==> config.mk <==
export PLATFORM = sky130hd
export DESIGN_NAME = pid
export DESIGN_NICKNAME = d
export VERILOG_FILES = /design/src/rtl/pid.sv
export SDC_FILE = /design/constraint.sdc
export NUM_CORES = 1
export LEC_CHECK = 0
export ABC_AREA = 1
export BUFFER_PORTS_ARGS = -buffer_cell sky130_fd_sc_hd__buf_2
export CORE_MARGIN = 4
export CORE_UTILIZATION = 40
export DETAILED_ROUTE_END_ITERATION = 12
export HOLD_SLACK_MARGIN = 0.05
export MAX_ROUTING_LAYER = met4
export SYNTH_ARGS = -nofsm -noshare
export SYNTH_HDL_FRONTEND = slang
export SYNTH_SLANG_ARGS = --single-unit
==> constraint.sdc <==
create_clock -name clk -period 4.74 [get_ports clk]
set_input_delay 0.237 -clock clk [delete_from_list [all_inputs] [get_ports clk]]
set_output_delay 0.237 -clock clk [all_outputs]
set_load 0.03 [all_outputs]
==> src/rtl/pid.sv <==
// PID output stage: integrates I with anti-windup, differences D, and
// produces a saturated, registered control variable u with a clamp flag.
module pid #(
  parameter int unsigned IN_W  = 6,
  parameter int unsigned OUT_W = 8
) (
  input  logic                    clk,
  input  logic                    rst_n,
  input  logic                    ena,
  input  logic signed [IN_W-1:0]  p_contrib,
  input  logic signed [IN_W-1:0]  i_contrib,
  input  logic signed [IN_W-1:0]  d_contrib,
  output logic signed [OUT_W-1:0] u,
  output logic                    sat
);

  localparam int unsigned ACC_W = OUT_W + 1;
  localparam int unsigned DIF_W = IN_W + 1;
  localparam int unsigned SUM_W = OUT_W + 2;
  localparam int unsigned HI_W  = SUM_W - OUT_W + 1;

  localparam logic signed [OUT_W-1:0] OUT_MAX = {1'b0, {(OUT_W-1){1'b1}}};
  localparam logic signed [OUT_W-1:0] OUT_MIN = {1'b1, {(OUT_W-1){1'b0}}};

  logic signed [OUT_W-1:0] integ_q, integ_d;
  logic signed [IN_W-1:0]  d_prev_q, d_prev_d;
  logic signed [OUT_W-1:0] u_q, u_d;
  logic                    sat_q, sat_d;

  logic signed [ACC_W-1:0] acc_sum;
  logic signed [DIF_W-1:0] ddiff;
  logic signed [SUM_W-1:0] sum;
  logic        [HI_W-1:0]  sum_hi;
  logic                    sum_fits;

  // Next-state datapath: clamped integrator, derivative difference, output sum.
  always_comb begin
    integ_d  = integ_q;
    d_prev_d = d_contrib;
    u_d      = u_q;
    sat_d    = sat_q;

    acc_sum = ACC_W'(integ_q) + ACC_W'(i_contrib);
    if (acc_sum[ACC_W-1] != acc_sum[ACC_W-2]) begin
      integ_d = acc_sum[ACC_W-1] ? OUT_MIN : OUT_MAX;
    end else begin
      integ_d = acc_sum[OUT_W-1:0];
    end

    ddiff = DIF_W'(d_contrib) - DIF_W'(d_prev_q);
    sum   = SUM_W'(p_contrib) + SUM_W'(integ_d) + SUM_W'(ddiff);

    // Sum fits OUT_W only when every bit above the OUT_W sign bit matches it.
    sum_hi   = sum[SUM_W-1:OUT_W-1];
    sum_fits = (&sum_hi) | ~(|sum_hi);
    sat_d    = ~sum_fits;
    if (sum_fits) begin
      u_d = sum[OUT_W-1:0];
    end else begin
      u_d = sum[SUM_W-1] ? OUT_MIN : OUT_MAX;
    end
  end

  always_ff @(posedge clk) begin
    if (!rst_n) begin
      integ_q  <= '0;
      d_prev_q <= '0;
      u_q      <= '0;
      sat_q    <= 1'b0;
    end else if (ena) begin
      integ_q  <= integ_d;
      d_prev_q <= d_prev_d;
      u_q      <= u_d;
      sat_q    <= sat_d;
    end
  end

  assign u   = u_q;
  assign sat = sat_q;

endmodule

==> impl_results.md <==
* Top cell by count, worst path: nand2_1
* R2R Setup Slk at 0.52 ns
* DP HPWL at 3.54 mm
* RSZ-0062 raised after global routing: no
* CP Launch Type: flip-flop
* Skew final at 0.00156 ns
* Outcome: finished clean
* Final global-route overflow total at 0
* Root Driver: clkbuf_8
* Count of final max-slew check failures at 0
* Num Clock Sinks at 23
* Fill cells at 555
* Max stage delay cell, worst path: fa_1
* CP max stage delay at 0.48 ns
* Sequential cell area at 460 um2
* EDFF count, synth at 0
* Synth cell types at 25
* Min-Delay Startpoint: d_contrib[0]
* Port Buffers at 29
* FP Rows at 26
* Crit path max-delay family: adder cells
* FMAX at 237 MHz
* Die Area at 6500 um2
* DRC viols at 0
* CP endpoint kind: flip-flop
* Routed WL at 4.30 mm
* Final Cycle Share at 0.891
* Post-Syn Area per Cell at 6.92 um2
* Hold Crit Depth at 3
* ANT nets after route at 0
* Longest Clk Path Bufs at 2
* Crit path DAT at 4.38 ns
* Tot GR Track Use at 0.156
* #FFs+latches synth at 23
* Antenna violations before repair at 0
* CP bufs+invs at 2
* Initial Util at 0.413
* CP max FO at 7
* Initial DRT Pass Iterations at 4
* CTS Hold Bufs at 0
* Post-synthesis cell count at 305
* Wire per inst at 10.7 um
* Final setup violating endpoints at 0
* Cts bufs inserted at 3
* Worst skew pair latency at 0.27 ns
* Tmin final at 4.22 ns
* Final setup TNS at 0 ns
* Antenna Cells at 0
* Cell Area, Synth at 2110 um2
* Chip height at 80.6 um
* CTS tree: yes
* Yosys top cell area share at 0.218
* Nets at 388
* 1st-iter DRT viols at 46
* Post-synthesis sequential area ratio at 0.218
* Sink of the worst hold path: d_prev_q[0]
* Chip Width at 80.6 um
* Worst path required time at 4.90 ns
* Slew Limit Headroom at 0.582
* Critical path depth at 24
* Most frequent cell after synthesis: nand2_1
* Worst-margin pin slew at 0.626 ns
* Htree depth at 1
* Synth area leaders: dfxtp_1 22%, fa_1 14%, nand2_1 13%
* Area of the multi-input gates at 1410 um2
* Syn Nets at 360
* Endpoints failing hold at 0
* Final GP Congestion at 0.818
* Cell type with the largest total area after synthesis: dfxtp_1
* CP Cell Sequence: ha_1 > nand2_1 > or2_2 > nand3_1 > nand2_1 > nand2_1 > nand2_1 > nand2_1 > inv_1 > nand2_1 > nand2_1 > ha_2 > inv_1 > nand2_1 > nand2_1 > fa_1 > ha_1 > fa_2 > a21oi_2 > nor2_1 > nor2_1 > nor2_2 > a21oi_4 > a21oi_1
* Synth Flop Type: dfxtp_1
* Clk slew on worst S/H paths at 0.09 ns
* Ys async rst share at 0
* Drt via density at 4.61
* Crit Path Class: flip-flop to flip-flop
* CORE AREA at 5110 um2
* Ports at 30
* P&R area growth vs syn at 12.4%
* Vias in the first global route at 1,849
* Top cells by count, synth: 75 x nand2_1, 59 x inv_1, 24 x a21oi_1
* Reg-to-Reg End: u[6]
* First-pass GRT wire length at 7.89 mm
* Reg2Reg Depth at 24
* YS warnings at 0
* Total number of vias at 1,853
* R2R Path Start: integ_q[4]
* Share of cells above drive strength 1 at 0.151
* Total of max-cap violations at 0
* Hold Path Class: primary input to flip-flop
* Largest net degree at the start of global routing at 41
worst reg2reg max path, cell delays in order, from the launching register on:
cell and delay (ns):
dfxtp_1 0.33, ha_1 0.36, nand2_1 0.08, or2_2 0.31, nand3_1 0.07, nand2_1 0.07, nand2_1 0.06, nand2_1 0.04
nand2_1 0.08, inv_1 0.06, nand2_1 0.05, nand2_1 0.06, ha_2 0.38, inv_1 0.11, nand2_1 0.10, nand2_1 0.09
fa_1 0.48, ha_1 0.24, fa_2 0.38, a21oi_2 0.19, nor2_1 0.07, nor2_1 0.11, nor2_2 0.07, a21oi_4 0.22
a21oi_1 0.10
routing by layer:
metal | global-route usage | wire (um) | up-vias | part of all wire
li1 | - | - | 1003 | -
met1 | 0.197 | 2140 | 824 | 0.50
met2 | 0.266 | 2010 | 22 | 0.47
met3 | 0.0269 | 128 | 4 | 0.030
met4 | 0.0253 | 21 | 0 | 0.0049
met5 | - | 0 | - | 0
area by class of cell:
type                            instances  share of cell area
Tap cell                               70              0.0369
Clock buffer                            3              0.0174
Multi-Input combinational cell        216               0.594
Sequential cell                        23               0.194
Inverter                               60              0.0949
Timing Repair Buffer                   29              0.0611
Clock inverter                          1             0.00211
registers in the layout, indices dropped and copies added (netlist names):
name / count
u: 8
d_prev_q: 6
sat: 1
integ_q: 8
what timing repair did:
action	CTS	global route
endpoints found under the setup margin	0	8
resized for setup	0	4
buffers inserted	0	0
cells in the final DEF, fill, tap and decap left out, types with 3 or more instances in the layout:
master,instances
nand3_1,19
a21oi_1,23
nand2_1,75
nor2_1,21
fa_1,14
xnor2_1,3
o21ai_0,17
dfxtp_1,23
buf_2,29
nand2_2,5
nand4_1,4
inv_1,59
clkbuf_8,3
ha_1,18
through the flow:
step / instance area (um2) / worst slack (ns) / util / hold slack (ns) / std cells
finish: 2370 / 0.516 / 0.465 / 0.225 / 402
global route: 2370 / 0.0109 / 0.465 / 0.248 / 402
CTS: 2360 / 0.322 / 0.462 / 0.220 / 402
detailed placement: 2310 / 0.314 / 0.453 / 0.467 / 398
global placement: 2310 / 0.387 / 0.453 / 0.468 / 398
floorplan: 2110 / 0.699 / - / 0.375 / 305
cells by family (layout without fill, tap and decap cells):
| group | count (synthesis) | in the layout | share of synthesized area |
|---|---|---|---|
| AO/OA/AOI/OAI | 46 | 46 | 0.117 |
| XOR/XNOR | 4 | 4 | 0.0166 |
| adder cells (fa/ha/maj) | 34 | 34 | 0.255 |
| buffers and inverters | 66 | 93 | 0.121 |
| flip-flops | 23 | 23 | 0.218 |
| AND/OR/NAND/NOR | 132 | 132 | 0.272 |
worst max path at each step:
stage | start | endpoint
6_report | integ_q[4] | u[6]
5_1_grt | integ_q[4] | u[6]
4_1_cts | integ_q[4] | u[6]
3_5_place_dp | i_contrib[2] | u[3]
3_3_place_gp | i_contrib[4] | u[6]
2_1_floorplan | integ_q[2] | u[0]
Power is left out: the tool's default activity adds up to more than one toggle a clock period on the data nets, which glitch-free logic cannot reach.
